**src/rtl/hex_display_sched.sv**
```systemverilog
// hex_display_sched: two-requester scheduler for a six-digit hex display.
// A granted source stays on the display for at least HOLD_CYCLES unfrozen cycles.
// At the end of that time the other requester wins a tie, and re-granting the
// same source refreshes its data. Leading-zero blanking is computed from the
// captured value on the same edge that captures it.
module hex_display_sched #(
  parameter int unsigned HOLD_CYCLES = 50000000,
  parameter bit          LZ_SUPPRESS = 1'b1
) (
  input  logic        clk,
  input  logic        resetn,
  input  logic [1:0]  req_valid,
  input  logic [23:0] req_data0,
  input  logic [23:0] req_data1,
  input  logic        freeze,
  output logic [1:0]  req_ack,
  output logic [23:0] digits,
  output logic [5:0]  blank,
  output logic        src_sel,
  output logic        disp_valid
);

  localparam int unsigned CW = $clog2(HOLD_CYCLES + 1);
  localparam logic [CW-1:0] TERM = CW'(HOLD_CYCLES - 1);

  typedef enum logic {IDLE = 1'b0, HOLD = 1'b1} state_t;

  state_t        state_reg, state_next;
  logic [CW-1:0] count_reg, count_next;
  logic          last_src_reg, last_src_next;

  logic          at_term;
  logic          grant;
  logic          grant_src;

  logic [1:0]    ack_next;
  logic [23:0]   digits_next;
  logic [5:0]    blank_next;
  logic          src_sel_next;
  logic          disp_valid_next;
  logic [5:1]    upper_zero;

  assign at_term = (count_reg == TERM);

  // State, hold counter, arbitration history and all visible outputs
  always_ff @(posedge clk) begin
    if (!resetn) begin
      state_reg    <= IDLE;
      count_reg    <= '0;
      last_src_reg <= 1'b1;  // requester 0 wins the first tie
      req_ack      <= 2'b00;
      digits       <= 24'h0;
      blank        <= 6'h3F;
      src_sel      <= 1'b0;
      disp_valid   <= 1'b0;
    end else begin
      state_reg    <= state_next;
      count_reg    <= count_next;
      last_src_reg <= last_src_next;
      req_ack      <= ack_next;
      digits       <= digits_next;
      blank        <= blank_next;
      src_sel      <= src_sel_next;
      disp_valid   <= disp_valid_next;
    end
  end

  // Grant decision, next state and hold-counter update
  always_comb begin
    grant      = 1'b0;
    grant_src  = 1'b0;
    state_next = state_reg;
    count_next = count_reg;
    if (!freeze && (state_reg == IDLE || at_term) && (|req_valid)) begin
      grant     = 1'b1;
      // On a tie, alternate away from the last source; otherwise take the one asking
      grant_src = (&req_valid) ? ~last_src_reg : req_valid[1];
    end
    if (grant) begin
      state_next = HOLD;
      count_next = '0;
    end else if (state_reg == HOLD && !freeze && !at_term) begin
      count_next = count_reg + 1'b1;  // saturates at the terminal count
    end
  end

  // Next values of the registered outputs
  always_comb begin
    ack_next        = 2'b00;
    digits_next     = digits;
    src_sel_next    = src_sel;
    last_src_next   = last_src_reg;
    disp_valid_next = disp_valid | grant;
    if (grant) begin
      digits_next   = grant_src ? req_data1 : req_data0;
      src_sel_next  = grant_src;
      last_src_next = grant_src;
      ack_next      = grant_src ? 2'b10 : 2'b01;
    end
  end

  // Digit i is a leading zero when it and every digit above it are zero
  generate
    for (genvar gi = 1; gi < 6; gi++) begin : g_lz
      assign upper_zero[gi] = (digits_next[23:4*gi] == '0);
    end
  endgenerate

  // Blanking mask for the value about to be displayed; the rightmost digit always shows
  always_comb begin
    blank_next = 6'h3F;
    if (disp_valid_next) begin
      blank_next = {upper_zero & {5{LZ_SUPPRESS}}, 1'b0};
    end
  end

endmodule

```
**config.mk**
```make
export PLATFORM = sky130hd
export DESIGN_NAME = hex_display_sched
export DESIGN_NICKNAME = d
export VERILOG_FILES = /design/src/rtl/hex_display_sched.sv
export SDC_FILE = /design/constraint.sdc
export NUM_CORES = 1
export LEC_CHECK = 0
export CAP_MARGIN = 5
export CORE_UTILIZATION = 56
export CTS_BUF_LIST = sky130_fd_sc_hd__clkbuf_8
export DETAILED_ROUTE_END_ITERATION = 7
export DONT_BUFFER_PORTS = 1
export HOLD_SLACK_MARGIN = 0.12
export PLACE_DENSITY = 0.71
export SETUP_SLACK_MARGIN = 0.05
export SLEW_MARGIN = 30
export SYNTH_ARGS = -nofsm -noshare
export SYNTH_HDL_FRONTEND = slang
export SYNTH_SLANG_ARGS = --single-unit
```
**constraint.sdc**
```tcl
create_clock -name clk -period 4.49 [get_ports clk]
set_clock_uncertainty 0.05 [all_clocks]
set_input_delay 0.6735 -clock clk [delete_from_list [all_inputs] [get_ports clk]]
set_output_delay 0.6735 -clock clk [all_outputs]
set_load 0.01 [all_outputs]
```
**Word-level counts from Yosys, hierarchy flattened**

Index checks and enable logic that the tools add are counted.

- Register bits: 62
- Latch bits: 0
- Memory bits (writable): 0
- Memory bits (read-only): 0
- Input port bits: 53
- Output and inout port bits: 34
- Logic and storage cells: 40
- Memories: 0

- $add $sub $neg: 1
- Multiply operators: 0
- Divide/modulo/power cells: 0
- Magnitude comparators: 0
- Equality and inequality tests: 1
- Shifts and indexed selects: 0
- Multiplexer cells: 7
- Bitwise operators: 4
- Reduce and logical (&&, ||, !) cells: 17

Operators by type and width:

| operator | count |
|---|---|
| $mux W24 | 2 |
| $add A26 B1 Y26 const B | 1 |
| $eq A26 B26 Y1 const B | 1 |
| $logic_not A20 Y1 | 1 |
| $logic_not A16 Y1 | 1 |
| $logic_not A12 Y1 | 1 |
| $logic_not A8 Y1 | 1 |
| $reduce_and A2 Y1 | 3 |
| $logic_and A1 B1 Y1 | 4 |
| $logic_not A4 Y1 | 1 |
| $mux W1 | 4 |
| $reduce_or A2 Y1 | 2 |
| $not A1 Y1 | 3 |
| $logic_not A1 Y1 | 2 |
| $mux W2 | 1 |
| $logic_or A1 B1 Y1 | 1 |
| $or A1 B1 Y1 | 1 |

**Longest topological paths before layout**

Gate-level depths: netlist (run 1).

- Depth after elaboration: 8
- Depth in mapped cells: 9

**Least setup slack after synthesis (run 1)**

OpenSTA, ideal clock, no wires.

- Path type: reg-to-reg
- Start point: register count_reg[7]
- End point: register count_reg[12]
- Data arrival time: 2072 ps
- Setup slack: 2243 ps
- Stages on the path, launching flop included: 8
- Period minus slack after synthesis: 2247 ps
- Cells stage by stage: dfxtp_1 -> or4_1 -> or4_1 -> o21ai_2 -> nand2b_1 -> buf_4 -> buf_4 -> a21oi_1

- Longest elaborated chain between the ends: 6

Ends and longest elaborated chain:

| item | line | RTL |
|---|---|---|
| from (decl) | 29 | `logic [CW-1:0] count_reg, count_next;` |
| from (signal assigned) | 58 | `count_reg <= count_next;` |
| branches (longest 6 deep; another with $add A26 B1 Y26) | n/a |  |

Several ways; the timed one is not identified.
A chain may end at the register's enable or synchronous reset.

**Worst setup path in the final report (run 1)**

- Start point: register count_reg[7]
- End point: register blank[2]

- Longest elaborated chain between the ends: 8

Ends and longest elaborated chain:

| item | line | RTL |
|---|---|---|
| $eq A26 B26 Y1 (*) | 43 | `assign at_term = (count_reg == TERM);` |
| $logic_or A1 B1 Y1 (*) | 74 | `if (!freeze && (state_reg == IDLE \|\| at_term) && (\|req_valid)) begin` |
| $logic_and A1 B1 Y1 (*) (2 in a row) | 74 |  |
| $mux W1 | 74 |  |
| $mux W24 | 95 | `digits_next = grant_src ? req_data1 : req_data0;` |
| $mux W24 | 94 | `if (grant) begin` |
| $logic_not A16 Y1 | 105 | `assign upper_zero[gi] = (digits_next[23:4*gi] == '0);` |
| to (signal assigned) | 62 | `blank <= blank_next;` |
| to (decl) | 18 | `output logic [5:0] blank,` |

Mark *: on every way between the ends. The rest lies on a longest branch, timed or not.

==> results of run 1 <==
==> layer usage <==
layer  global-route usage (%)  routed length, um  vias to the layer above
met5                        0                  0                        -
met4                     10.4                101                        0
met3                     9.22                439                       10
met2                     41.3               3380                       80
met1                     28.1               2930                     1256
li1                         -                  -                     1268
==> where the power goes <==
part | switching (mW) | internal (mW)
Combinational | 0.0545 | 0.0478
Clock | 0.213 | 0.264
Sequential | 0.0349 | 0.577
Total | 0.302 | 0.889
==> cells in the mapped netlist (all sizes together), types with 7 or more instances <==
cell type	count	area, um^2
o211a	24	240
xnor2	12	105
nand2	50	188
o21ai	7	38.8
mux2i	27	270
nand4	17	106
dfxtp	62	1240
or4	11	82.6
nand3	7	35.0
clkbuf	9	33.8
buf	12	66.3
nor4	15	100
a21oi	18	90.1
nor2	19	71.3
==> final cells by class <==
type	instances	area, um^2
Fill cell	464	1900
Multi-Input combinational cell	262	1770
Sequential cell	62	1240
Clock buffer	10	138
Tap cell	70	87.6
Clock inverter	5	51.3
Timing Repair Buffer	2	15.0
Inverter	1	3.75
==> worst register-to-register path: stages (launching register included) <==
cell      delay (ps)
dfxtp_1          350
or4_1            600
or4_1            590
o21ai_4          150
buf_4            490
a21boi_0         240
o21ai_0          100
==> stage by stage <==
step           area, um^2  cells  hold slack [ps]
2_1_floorplan        3090    346              393
3_3_place_gp         3110    397              430
3_5_place_dp         3110    397              445
4_1_cts              3300    412              337
5_1_grt              3300    412              339
6_report             3300    412              365
==> cell families (layout without fill, tap and decap cells) <==
family          count (synthesis)  in the layout  synth area share, %
compound gates                 68             68                 17.0
xor+xnor                       17             17                 4.82
fa+ha+maj                       1              1                0.405
buf+inv                        22             18                 3.36
flops                          62             62                 40.2
mux                            27             27                 8.76
simple gates                  149            149                 25.5
==> worst paths after layout <==
| kind | from | endpoint | slack, ps |
|---|---|---|---|
| hold / removal | resetn | blank[3]$_SDFF_PN1_ | 370 |
| setup / recovery | count_reg[7]$_SDFFE_PP0P_ | blank[2]$_SDFF_PN1_ | 1820 |
| setup reg to reg | count_reg[7]$_SDFFE_PP0P_ | blank[2]$_SDFF_PN1_ | 1820 |
| hold reg to reg | count_reg[23]$_SDFFE_PP0P_ | count_reg[23]$_SDFFE_PP0P_ | 450 |
==> results by group, run 1 <==
Die
  • Core outline area: 0.00520 mm^2
  • Die height: 76.2 um
  • Initial core utilization: 59.3%
  • Die X-Extent: 76.2 um
  • Total die area: 0.00581 mm^2
  • I/O Pins: 87
  • Row cnt: 26

Critical path
  • Most used cell, CP: or4_1
  • Largest fanout on the critical path: 62
  • R2R cell count: 6
  • CP delay by family, top: simple AND/OR/NAND/NOR gates
  • Arrival time of the worst setup path: 2850 ps
  • Critical path type: reg2reg
  • Buf/Inv on CP: 1
  • Crit end category: register
  • Cell chain of the critical path: or4_1 -> or4_1 -> o21ai_4 -> buf_4 -> a21boi_0 -> o21ai_0
  • CP startpoint kind: register
  • CP max stage cell: or4_1
  • CP Depth: 6
  • Delay of the slowest cell on the worst path: 590 ps
  • Req. time, crit path: 4670 ps

Clock network
  • Clock Latency Late Sink: 340 ps
  • Root Buffer: clkbuf_8
  • Clock sink count: 62
  • Setup bufs post-CTS: 0
  • CTS Hold Bufs: 0
  • CTS Buffer Depth: 2
  • CTS Buf Count: 9
  • H-tree depth: 3
  • PostCTS Resize Cnt: 0
  • Clk pin slew, worst setup/hold paths: 70 ps
  • CTS tree: done

GRT
  • First-pass GRT wire length: 11.4 mm
  • Vias in the first global route: 2480
  • Initial antenna violation count: 0
  • Total grt overflow: 0
  • Largest net degree at the start of global routing: 63
  • GRT Util Overall: 24.6%

Hold path
  • Hold path cells: 1
  • Hold Crit Class: in2reg

Final layout
  • Commonest non-fill, non-tap cell in the layout: dfxtp_1
  • Layout cell share with drive strength beyond 1: 7.02%
  • Max FFs per register: 26
  • Layout net count: 392
  • Ant diodes: 0
  • Synth-to-Final Area Change: 7.05%
  • Final design utilization: 63.5%
  • Most frequent cells in the layout: dfxtp_1 (62), nand2_1 (50), mux2i_1 (27)

Logic synthesis
  • Mean area per synthesized cell: 8.92 um^2
  • Synth Flop Type: dfxtp_1
  • Post-synthesis sequential area ratio: 40.2%
  • Post-synthesis cell type count: 44
  • EDFF count, synth: 0
  • YS warnings: 0
  • Synth Net Count: 400
  • Mapped Cells: 346
  • Yosys reg bits: 62
  • Ys async rst share: 0%
  • Syn Std Cell Area: 0.00309 mm^2

Placed design
  • Final HPWL DP: 4.79 mm
  • Gpl congestion: 0.840
  • Dpl ws: 1690 ps
  • Port buffer count: 0

Power and ir drop
  • P per Cell Area: 361 mW/mm^2
  • Worst vdd ir: 0.222 mV
  • Power, Total: 1.19 mW
  • Leak Pwr: 1.33 nW

Route
  • Via count: 2614
  • Detailed-router iteration count before antenna repair: 4
  • Via density: 6.34
  • DRT iter0 DRCs: 143
  • Routed len/inst: 16.6 um
  • Final ANT Viol Nets: 0
  • DR DRC count: 0
  • WL final: 6.85 mm

STA
  • Fmax: 374 MHz
  • Final WS setup: 1820 ps
  • Final hold vios: 0
  • Final Cycle Share: 59.5%
  • Fin crit period: 2670 ps
  • RSZ-0062 raised after global routing: no
  • Setup-failing EPs final: 0
  • Worst-Margin Slew: 860 ps
  • Total negative setup slack: 0 ps
  • Max Transition Viols Final: 0
  • Max-slew headroom: 42.2%

Flow run
  • Max cap viols: 0

Run status
  • Status: completed
(Power assumes the default switching activity.)
==> run 2: changes to the inputs <==
==> constraint.sdc (replaced) <==
create_clock -name clk -period 2.7 [get_ports clk]
set_clock_uncertainty 0.05 [all_clocks]
set_input_delay 0.405 -clock clk [delete_from_list [all_inputs] [get_ports clk]]
set_output_delay 0.405 -clock clk [all_outputs]
set_load 0.01 [all_outputs]
==> results by group, run 2 (synthesis results as in run 1) <==
Hold path
  • HP Start: resetn
  • WHS Endpoint: digits[3]$_SDFFE_PN0N_
  • Hold Crit Class: in2reg
  • Hold path cells: 1 (unchanged)

STA
  • Setup-failing EPs final: 0 (unchanged)
  • Max-slew headroom: 54.3% (+12 points)
  • Fmax: 415 MHz (+11%)
  • Final Cycle Share: 89.3% (+30 points)
  • Fin crit period: 2410 ps (-261 ps)
  • Worst-Margin Slew: 679 ps (-180 ps)
  • Max Transition Viols Final: 0 (unchanged)
  • Final hold vios: 0 (unchanged)
  • Total negative setup slack: 0 ps (unchanged)
  • RSZ-0062 raised after global routing: no

Clock network
  • Root Buffer: clkbuf_8
  • CTS Buffer Depth: 2 (unchanged)
  • Clock sink count: 62 (unchanged)
  • H-tree depth: 3 (unchanged)
  • PostCTS Resize Cnt: 0 (unchanged)
  • Clock Latency Late Sink: 340 ps (about the same)
  • CTS tree: done
  • Clk pin slew, worst setup/hold paths: 70 ps (about the same)
  • CTS Buf Count: 9 (unchanged)

GRT
  • Initial antenna violation count: 0 (unchanged)
  • GR met1 Demand/Resource: 27.2% (-0.90 points)
  • Met3 usage: 8.98% (-0.24 points)
  • First-pass GRT wire length: 11.7 mm (+2.2%)
  • GRT Util Overall: 25.1% (+0.42 points)
  • Vias in the first global route: 2545 (+2.6%)
  • Met2 Usage GRT: 43.6% (+2.3 points)
  • Total grt overflow: 0 (unchanged)
  • Largest net degree at the start of global routing: 43 (-32%)
  • GRT Max-Usage Layer: met2

Route
  • Final ANT Viol Nets: 0 (unchanged)
  • Detailed-router iteration count before antenna repair: 4 (unchanged)
  • DR DRC count: 0 (unchanged)
  • Via count: 2604 (-0.38%)
  • WL final: 6.87 mm (+0.28%)
  • Routed len/inst: 16.4 um (-1.4%)
  • Via density: 6.21 (-2.0%)
  • DRT iter0 DRCs: 138 (-3.5%)

Critical path
  • Largest fanout on the critical path: 42 (-32%)
  • Req. time, crit path: 2870 ps (-1800 ps)
  • R2R cell count: 6 (unchanged)
  • CP startpoint kind: register
  • Most used cell, CP: or4_1
  • Delay of the slowest cell on the worst path: 590 ps (about the same)
  • Crit end category: register
  • Buf/Inv on CP: 1 (unchanged)
  • Arrival time of the worst setup path: 2580 ps (-270 ps)
  • CP delay by family, top: simple AND/OR/NAND/NOR gates
  • Critical path type: reg2reg
  • Cell chain of the critical path: or4_1 -> or4_1 -> o21ai_4 -> buf_12 -> mux2i_1 -> nand2_1
  • CP max stage cell: or4_1
  • R2r startpoint: count_reg[7]$_SDFFE_PP0P_
  • CP Depth: 6 (unchanged)
  • Reg-to-reg critical path endpoint: blank[4]$_SDFF_PN1_
  • Reg-to-reg slack, setup: 290 ps (-1530 ps)

Final layout
  • Max FFs per register: 26 (unchanged)
  • Synth-to-Final Area Change: 10.1%
  • Fillers: 450 (-3.0%)
  • Most frequent cells in the layout: dfxtp_1 (62), nand2_1 (50), mux2i_1 (27)
  • Ant diodes: 0 (unchanged)
  • Non-filler cells, final: 419 (+1.7%)
  • Final design utilization: 65.3% (+1.8 points)
  • Register area: 0.00124 mm^2 (unchanged)
  • Multi-input gate area: 0.00176 mm^2 (-0.42%)
  • Commonest non-fill, non-tap cell in the layout: dfxtp_1
  • Layout net count: 399 (+1.8%)
  • Layout cell share with drive strength beyond 1: 8.31% (+1.3 points)

Run status
  • Status: completed

Placed design
  • Port buffer count: 0 (unchanged)
  • Gpl congestion: 0.843 (+0.35%)
  • Inst Count DP: 403 (+1.5%)
  • Final HPWL DP: 4.90 mm (+2.4%)

Die
  • I/O Pins: 87 (unchanged)
  • Initial core utilization: 59.3% (unchanged)
  • Row cnt: 26 (unchanged)
  • Die height: 76.2 um (unchanged)
  • Die X-Extent: 76.2 um (unchanged)
  • Core outline area: 0.00520 mm^2 (unchanged)
  • Total die area: 0.00581 mm^2 (unchanged)

Power and ir drop
  • P per Cell Area: 611 mW/mm^2 (+69%)
  • Leak Pwr: 1.37 nW (+2.9%)
  • Worst vdd ir: 0.475 mV (+110%)
  • Power, Total: 2.08 mW (+74%)

Flow run
  • Max cap viols: 0 (unchanged)
==> run 2: worst register-to-register path, delay by kind of cell, from the launching register on <==
kind,cells,cell delay [ps]
muxes,1,230
DFF,1,360
and+or+nand+nor,3,1240
buffers and inverters,1,220
AOI/OAI and AO/OA,1,190
==> run 2: power by group <==
| part | leakage [nW] | switching, mW | internal, mW |
|---|---|---|---|
| Combinational | 0.762 | 0.0939 | 0.0896 |
| Clock | 0.0973 | 0.363 | 0.512 |
| Sequential | 0.507 | 0.0578 | 0.960 |
==> run 2: through the flow <==
| stage | hold WS (ps) | instance area (um^2) | setup slack [ps] |
|---|---|---|---|
| 4_1_cts | 125 | 3400 | 304 |
| 2_1_floorplan | 393 | 3090 | 453 |
| 3_3_place_gp | 424 | 3180 | 375 |
| 3_5_place_dp | 430 | 3180 | 345 |
| 5_1_grt | 123 | 3400 | 186 |
| 6_report | 141 | 3400 | 288 |
==> run 2: timing repair <==
action                                 CTS  global route
endpoints found under the hold margin    7             0
setup buffers                            0             0
setup endpoints to repair                0             0
hold buffers                             1             0
==> run 2: final cells by class <==
class | instances | share of cell area (%)
clock buffers | 9 | 3.64
inverters | 1 | 0.110
clock inverters | 6 | 2.58
well taps | 70 | 2.58
multi-input cells | 262 | 51.8
flip-flops and latches | 62 | 36.5
repair buffers | 9 | 2.80
==> run 2: worst max-delay path by stage <==
stage                              start                         end  slack [ps]
3_3_place_gp   count_reg[7]$_SDFFE_PP0P_         blank[2]$_SDFF_PN1_         380
4_1_cts        count_reg[7]$_SDFFE_PP0P_         blank[4]$_SDFF_PN1_         300
6_report       count_reg[7]$_SDFFE_PP0P_         blank[4]$_SDFF_PN1_         290
3_5_place_dp   count_reg[7]$_SDFFE_PP0P_         blank[2]$_SDFF_PN1_         350
2_1_floorplan  count_reg[7]$_SDFFE_PP0P_  count_reg[12]$_SDFFE_PP0P_         450
5_1_grt        count_reg[7]$_SDFFE_PP0P_         blank[4]$_SDFF_PN1_         190
==> run 2: routing by layer <==
layer / routed length (um) / vias up
met1: 2840 / 1229
met4: 136 / 0
met3: 441 / 13
li1: - / 1286
met5: 0 / -
met2: 3450 / 76
==> run 3: changes to the inputs <==
--- a/config.mk
+++ b/config.mk
@@ -6,12 +6,12 @@
 export NUM_CORES = 1
 export LEC_CHECK = 0
 export CAP_MARGIN = 5
-export CORE_UTILIZATION = 56
+export CORE_UTILIZATION = 60
 export CTS_BUF_LIST = sky130_fd_sc_hd__clkbuf_8
 export DETAILED_ROUTE_END_ITERATION = 7
 export DONT_BUFFER_PORTS = 1
 export HOLD_SLACK_MARGIN = 0.12
-export PLACE_DENSITY = 0.71
+export PLACE_DENSITY = 0.76
 export SETUP_SLACK_MARGIN = 0.05
 export SLEW_MARGIN = 30
 export SYNTH_ARGS = -nofsm -noshare
==> results by group, run 3 (synthesis results as in run 1) <==
Route
  • DR DRC count: 0 (unchanged)
  • Routed len/inst: 16.4 um (+0.19%)
  • Final ANT Viol Nets: 0 (unchanged)
  • Via density: 6.38 (+2.6%)
  • WL final: 6.83 mm (-0.52%)
  • DRT iter0 DRCs: 153 (+11%)
  • Via count: 2652 (+1.8%)
  • Detailed-router iteration count before antenna repair: 6 (+2)

Clock network
  • Clk pin slew, worst setup/hold paths: 70 ps (about the same)
  • Clock sink count: 62 (unchanged)
  • CTS Buf Count: 9 (unchanged)
  • CTS tree: done
  • Clock Latency Late Sink: 340 ps (about the same)
  • Root Buffer: clkbuf_8
  • H-tree depth: 3 (unchanged)
  • CTS Buffer Depth: 2 (unchanged)
  • Setup bufs post-CTS: 0 (unchanged)

Critical path
  • Critical path type: reg2reg
  • R2r startpoint: count_reg[7]$_SDFFE_PP0P_
  • CP max stage cell: or4_1
  • Crit end category: register
  • Delay of the slowest cell on the worst path: 600 ps (about the same)
  • Cell chain of the critical path: or4_1 -> or4_1 -> o21ai_4 -> buf_12 -> a21boi_0 -> o21ai_0
  • CP startpoint kind: register
  • Most used cell, CP: or4_1
  • Req. time, crit path: 2860 ps (about the same)
  • Worst setup startpoint: count_reg[7]$_SDFFE_PP0P_
  • Arrival time of the worst setup path: 2630 ps (+50 ps)
  • Largest fanout on the critical path: 62 (+48%)

Placed design
  • Gpl congestion: 0.847 (+0.46%)
  • Final HPWL DP: 4.75 mm (-3.2%)
  • Port buffer count: 0 (unchanged)
  • Dpl ws: 234 ps (-111 ps)
  • Placed cell area: 0.00317 mm^2 (-0.35%)

STA
  • Final Cycle Share: 91.2% (+1.9 points)
  • Fmax: 406 MHz (-2.1%)
  • Worst-Margin Slew: 773 ps (+93.7 ps)
  • Total negative setup slack: 0 ps (unchanged)
  • RSZ-0062 raised after global routing: no
  • Setup-failing EPs final: 0 (unchanged)
  • Final WS setup: 237 ps (-51.2 ps)
  • Fin crit period: 2460 ps (+51.2 ps)
  • Max-slew headroom: 48.4% (-6.0 points)
  • Max Transition Viols Final: 0 (unchanged)
  • Final hold vios: 0 (unchanged)

Die
  • Total die area: 0.00544 mm^2 (-6.5%)
  • Row cnt: 25 (-3.8%)
  • I/O Pins: 87 (unchanged)
  • Die X-Extent: 73.7 um (-3.3%)
  • Initial core utilization: 63.7% (+4.4 points)
  • Die height: 73.7 um (-3.3%)
  • Core outline area: 0.00485 mm^2 (-6.9%)

GRT
  • Total grt overflow: 0 (unchanged)
  • First-pass GRT wire length: 11.0 mm (-6.1%)
  • Initial antenna violation count: 0 (unchanged)
  • Largest net degree at the start of global routing: 63 (+47%)
  • GRT Util Overall: 26.8% (+1.8 points)
  • Vias in the first global route: 2405 (-5.5%)

Power and ir drop
  • Leak Pwr: 1.39 nW (+1.6%)
  • Worst vdd ir: 0.457 mV (-3.7%)
  • Power, Total: 2.21 mW (+6.3%)
  • P per Cell Area: 645 mW/mm^2 (+5.5%)

Final layout
  • Ant diodes: 0 (unchanged)
  • Max FFs per register: 26 (unchanged)
  • Commonest non-fill, non-tap cell in the layout: dfxtp_1
  • Synth-to-Final Area Change: 10.9%
  • Layout cell share with drive strength beyond 1: 8.02% (-0.29 points)
  • Most frequent cells in the layout: dfxtp_1 (62), nand2_1 (50), mux2i_1 (27)
  • Final design utilization: 70.6% (+5.3 points)
  • Layout net count: 398 (-0.25%)
  • Finished Cell Area: 0.00342 mm^2 (+0.74%)

Flow run
  • Max cap viols: 0 (unchanged)

Hold path
  • Hold Crit Class: in2reg
  • HP Start: resetn

Run status
  • Status: completed
==> run 3: path summary, 6_finish.rpt <==
path	slack (ps)	end	cells past startpoint
min reg2reg	450	count_reg[23]$_SDFFE_PP0P_	2
max	240	blank[2]$_SDFF_PN1_	6
max reg2reg	240	blank[2]$_SDFF_PN1_	6
min	140	digits[3]$_SDFFE_PN0N_	1
==> run 3: worst max-delay path, delay by kind of cell, from the launching register on <==
family | cells | cell delay [ps]
and+or+nand+nor | 2 | 1170
AOI/OAI and AO/OA | 3 | 500
DFF | 1 | 350
buffers and inverters | 1 | 260
==> run 3: metal layers <==
metal / vias to the layer above / share of wire, % / global-route usage (%)
met2: 95 / 50 / 43.5
met1: 1261 / 41 / 31.9
met3: 14 / 6.6 / 8.64
li1: 1282 / - / -
met4: 0 / 2.3 / 13.2
met5: - / 0 / 0
==> run 3: what timing repair did <==
item	in CTS	in global routing
gates resized for setup	0	0
setup endpoints to repair	0	0
hold endpoints to repair	8	0
hold buffers	1	0
==> run 3: power breakdown <==
group          leakage [nW]  total, mW  internal (mW)  switching (mW)
sequential            0.507       1.02          0.959          0.0581
clock                 0.124       1.00          0.636           0.367
combinational         0.758      0.186         0.0897          0.0965
total                  1.39       2.21           1.69           0.522
==> run 3: through the flow <==
stage                     hold WS, ps  std cells
after global routing              124        416
final                             138        416
after global placement            424        399
after CTS                         121        416
after floorplan                   393        346
after detailed placement          424        399
==> run 3: final cells by class <==
type,count,area [um^2]
multi-input cells,262,1760
clock inverters,6,110
fillers,372,1420
clock buffers,10,138
flip-flops and latches,62,1240
inverters,1,3.75
well taps,67,83.8
repair buffers,8,87.6
==> RTL edit 1, RTL diff (flow settings as in run 1) <==
The parameter `HOLD_CYCLES` goes from 50000000 to 100000000.
--- a/src/rtl/hex_display_sched.sv
+++ b/src/rtl/hex_display_sched.sv
@@ -4,7 +4,7 @@
 // same source refreshes its data. Leading-zero blanking is computed from the
 // captured value on the same edge that captures it.
 module hex_display_sched #(
-  parameter int unsigned HOLD_CYCLES = 50000000,
+  parameter int unsigned HOLD_CYCLES = 100000000,
   parameter bit          LZ_SUPPRESS = 1'b1
 ) (
   input  logic        clk,
Formal check against the unedited RTL: no difference found for any inputs over 10 cycles, from zero or initial values and one cycle with resetn low; that may be too few to reach the edited logic, so the function may still have changed.
==> RTL edit 1 against run 1 <==
- sequential share of layout area increased by 1.6 points
- highest routed layer unchanged
- routed wire length decreased by 12%
- critical path type unchanged
- via count decreased by 9.6%
- sequential cell count increased by 1
- global-route usage decreased by 2.2 points
- area after synthesis decreased by 1.6%
- final area decreased by 2.5%
- first-iteration DRC count decreased by 46%
- setup slack improved by 250 ps
- critical path depth increased by 1
- hold slack improved by 0.51 ps
- power decreased by 2.3%
- largest power group unchanged
- critical endpoint is now blank[1]
==> RTL edit 1: results (changes against run 1) <==
Critical Path Fanout Max: 59 (-4.8%)
met3 wire len: 352 µm (-20%)
global-route wire length before repair: 9.63 mm (-16%)
grt met2 use: 39.6% (-1.7 points)
status: completed
nets@finish: 378 (-3.6%)
crit path time final: 2420 ps (-251 ps)
Syn Area/Cell: 9.23 µm² (+3.5%)
synth unique cells: 46 (+4.5%)
multiplexer area fraction after synthesis: 8.61% (-0.14 points)
placer congestion estimate: 0.745 (-11%)
Lkg Pwr: 1.34 nW (+0.62%)
Compound-Gate Fraction of Synth Area: 15.3% (-1.7 points)
Synth area leaders: dfxtp_1 (42%), mux2i_1 (8.2%), o211a_1 (7.9%), nand2_1 (5.6%), nor2_1 (3.6%)
share of post-route cells with drive strength above 1: 9.73% (+2.7 points)
Tightest Pin Transition: 841 ps (-18.8 ps)
placed wire-length estimate: 4.31 mm (-9.9%)
met1 Use GR: 24.6% (-3.5 points)
pin count of the biggest net entering global routing: 60 (-4.8%)
met3 Use GR: 7.80% (-1.4 points)
final WL: 6.03 mm (-12%)
adder-cell share of the synthesized area: 0.412% (+0.0067 points)
Post-synth top cells: dfxtp_1 (63), nand2_1 (45), nor2_1 (29)
Largest register FFs: 27 (+3.8%)
M1 WL: 2.58 mm (-12%)
Max IR drop VDD: 0.214 mV (-3.7%)
DR iter-0 viols: 77 (-46%)
Total GRT Usage: 22.5% (-2.2 points)
Met2 Wirelength: 3.02 mm (-11%)
Synth Area in XOR/XNOR: 5.77% (+0.94 points)
via count: 2363 (-9.6%)
Vias/cell: 5.92 (-6.7%)
crit path to: blank[1]
RTL edit 1: cell count changes after synthesis, sizes merged, moves of 4 or more:
cell | run 1 | this run
a21oi | 18 | 9
or4 | 11 | 5
nor2 | 19 | 30
nand2b | 5 | 1
o31ai | 6 | 1
clkbuf | 9 | 3
nand2 | 50 | 46
o21ai | 7 | 14
xor2 | 5 | 9
nand4 | 17 | 7
nand3 | 7 | 13
inv | 1 | 5
RTL edit 1: stage by stage:
stage / util [%] / hold slack (ps)
floorplan: - / 403
CTS: 62.3 / 344
global route: 62.3 / 335
global placement: 58.8 / 413
detailed placement: 58.8 / 437
finish: 62.3 / 366
RTL edit 1: critical path: stages (launching register included):
cell     delay, ps
dfxtp_1        370
ha_1           220
and4_1         250
nand4_2        140
o21a_4         280
nor2_8         530
mux2_2         410
o21ai_1        110
RTL edit 1: report_power, final:
part / switching [W] / internal, W / total [W] / leakage (nW)
logic: 0.0000552 / 0.0000487 / 0.000104 / 0.740
clock network: 0.000224 / 0.000216 / 0.000439 / 0.0809
registers: 0.0000352 / 0.000586 / 0.000621 / 0.515
RTL edit 1: worst min path at each step:
stage | slack [ps] | end | cells after the start | start
after floorplan | 400 | count_reg[1] | 2 | count_reg[1]
after global placement | 410 | count_reg[1] | 2 | count_reg[1]
after detailed placement | 440 | count_reg[1] | 2 | count_reg[1]
after CTS | 340 | last_src_reg | 1 | resetn
after global routing | 340 | last_src_reg | 1 | resetn
final | 370 | last_src_reg | 1 | resetn
RTL edit 1: area by class of cell:
cell class / count / area (µm²)
tap: 70 / 87.6
multi-input combinational: 244 / 1670
clock inverter: 6 / 43.8
inverter: 5 / 18.8
fill: 448 / 1950
clock buffer: 10 / 138
sequential: 63 / 1260
timing repair buffer: 1 / 7.51
==> RTL edit 2, RTL diff (config.mk and constraints of run 1) <==
Made on the original files. One comparison of `count_reg` changes from == to >=.
--- a/src/rtl/hex_display_sched.sv
+++ b/src/rtl/hex_display_sched.sv
@@ -40,7 +40,7 @@
   logic          disp_valid_next;
   logic [5:1]    upper_zero;
 
-  assign at_term = (count_reg == TERM);
+  assign at_term = (count_reg >= TERM);
 
   // State, hold counter, arbitration history and all visible outputs
   always_ff @(posedge clk) begin
Behaviour: same outputs for any inputs over 10 cycles, from zero or initial values and one cycle with resetn low; that may be too few to reach the edited logic, so the function may still have changed.
==> RTL edit 2 against run 1 <==
- setup slack worse by 43 ps
- routed wire length increased by 0.92%
- sequential cell count is the same
- area after synthesis rose by 1.7%
- critical path depth grew 1
- final area is 1.9% higher
- power rose by 7.3%
- critical path type is now in -> reg
- largest power group unchanged
==> RTL edit 2: results (changes against run 1) <==
number of global-route vias before repair: 2500 (+0.81%)
reg-to-reg critical path startpoint: last_src_reg
Post-synth top cells: dfxtp_1 (62), nor2_1 (28), nand2_1 (27)
share of post-route cells with drive strength above 1: 6.46% (-0.56 points)
Worst-path clk slew: 70 ps (about the same)
Total GRT Usage: 24.5% (-0.19 points)
Synth area leaders: dfxtp_1 (40%), mux2i_1 (5.7%), o22a_1 (4.5%), xor2_1 (4.2%), nand3_1 (3.5%)
adder-cell share of the synthesized area: 0.399% (-0.0068 points)
Compound-Gate Fraction of Synth Area: 18.2% (+1.2 points)
final worst-path cycle share: 60.5% (+0.97 points)
yosys warns: 0 (unchanged)
placed wire-length estimate: 4.70 mm (-1.9%)
Hold WC Path Type: in -> reg
Slew HR: 46.2% (+4.0 points)
DP Worst Slack: 1460 ps (-228 ps)
Vias/cell: 6.19 (-2.4%)
status: completed
critical path's slowest cell: a21bo_1
placer congestion estimate: 0.776 (-7.6%)
Largest register FFs: 26 (unchanged)
IO Port Bufs: 0 (unchanged)
Post-Syn Nets: 413 (+3.3%)
antenna cells: 0 (unchanged)
Max IR drop VDD: 0.240 mV (+8.0%)
worst endpoint data arrival time: 2920 ps (+70 ps)
DR iter-0 viols: 201 (+41%)
pin count of the biggest net entering global routing: 49 (-22%)
# Post-CTS Setup Buffers: 0 (unchanged)
CP peak stage delay: 690 ps (+100 ps)
multiplexer area fraction after synthesis: 5.74% (-3.0 points)
sequential share of the synthesized area: 39.5% (-0.67 points)
Lkg Pwr: 1.16 nW (-13%)
CP startpoint: req_valid[1]
WL/cell: 16.2 µm (-2.4%)
Synth Area in XOR/XNOR: 4.46% (-0.36 points)
CTS resizes: 0 (unchanged)
global-route wire length before repair: 11.7 mm (+2.1%)
Critical Path Fanout Max: 27 (-56%)
fill count: 473 (+1.9%)
synth unique cells: 54 (+23%)
[RTL edit 2: changes by cell type after synthesis, sizes merged, moves of 10 or more]
cell / change
xnor2: -11
nand3: +15
xor2: +10
o22a: +16
nor2b: +16
nand4: -11
nand2: -23
o211a: -23
[RTL edit 2: final cells by class]
cell class | instances | area (µm²) | share of cell area (%)
Tap cell | 70 | 87.6 | 2.60
Clock inverter | 6 | 77.6 | 2.30
Inverter | 4 | 15.0 | 0.446
Timing Repair Buffer | 5 | 41.3 | 1.23
Multi-Input combinational cell | 269 | 1770 | 52.5
Clock buffer | 10 | 138 | 4.09
Sequential cell | 62 | 1240 | 36.9
[RTL edit 2: final timing paths]
kind	endpoint	slack, ps	depth (start not counted)
max	blank[2]	1770	7
min	last_src_reg	370	1
max reg2reg	blank[2]	1790	7
min reg2reg	state_reg	440	1
[RTL edit 2: cell families (layout without fill, tap and decap cells)]
kind of cell | count (synthesis) | count (layout)
AND/OR/NAND/NOR | 158 | 158
AO/OA/AOI/OAI | 76 | 76
flip-flops | 62 | 62
buffers and inverters | 28 | 25
multiplexers | 18 | 18
XOR/XNOR | 16 | 16
adder cells (fa/ha/maj) | 1 | 1
[RTL edit 2: critical path: cells and delay by family]
family,cells,cell delay (ps)
AO/OA/AOI/OAI,3,1130
buffers and inverters,1,250
AND/OR/NAND/NOR,3,850
[RTL edit 2: power breakdown]
| group | internal (W) | switching [W] |
|---|---|---|
| Clock | 0.000322 | 0.000209 |
| Sequential | 0.000579 | 0.0000339 |
| Combinational | 0.0000607 | 0.0000734 |
[RTL edit 2: through the flow]
stage / instances / hold WS, ps / total power, W / cell area [µm²]
2_1_floorplan: 359 / 390 / 0.000740 / 3140
3_3_place_gp: 409 / 407 / 0.000755 / 3140
3_5_place_dp: 409 / 428 / 0.000758 / 3140
4_1_cts: 425 / 357 / 0.00129 / 3350
5_1_grt: 426 / 365 / 0.00133 / 3370
6_report: 426 / 369 / 0.00128 / 3370
[RTL edit 2: metal layers]
| metal | vias to the layer above | global-route usage [%] | share of wire, % |
|---|---|---|---|
| met5 | - | 0 | 0 |
| met4 | 0 | 7.88 | 0.94 |
| met3 | 8 | 7.14 | 6.2 |
| met2 | 80 | 40.9 | 48 |
| met1 | 1240 | 30.0 | 45 |
| li1 | 1311 | - | - |
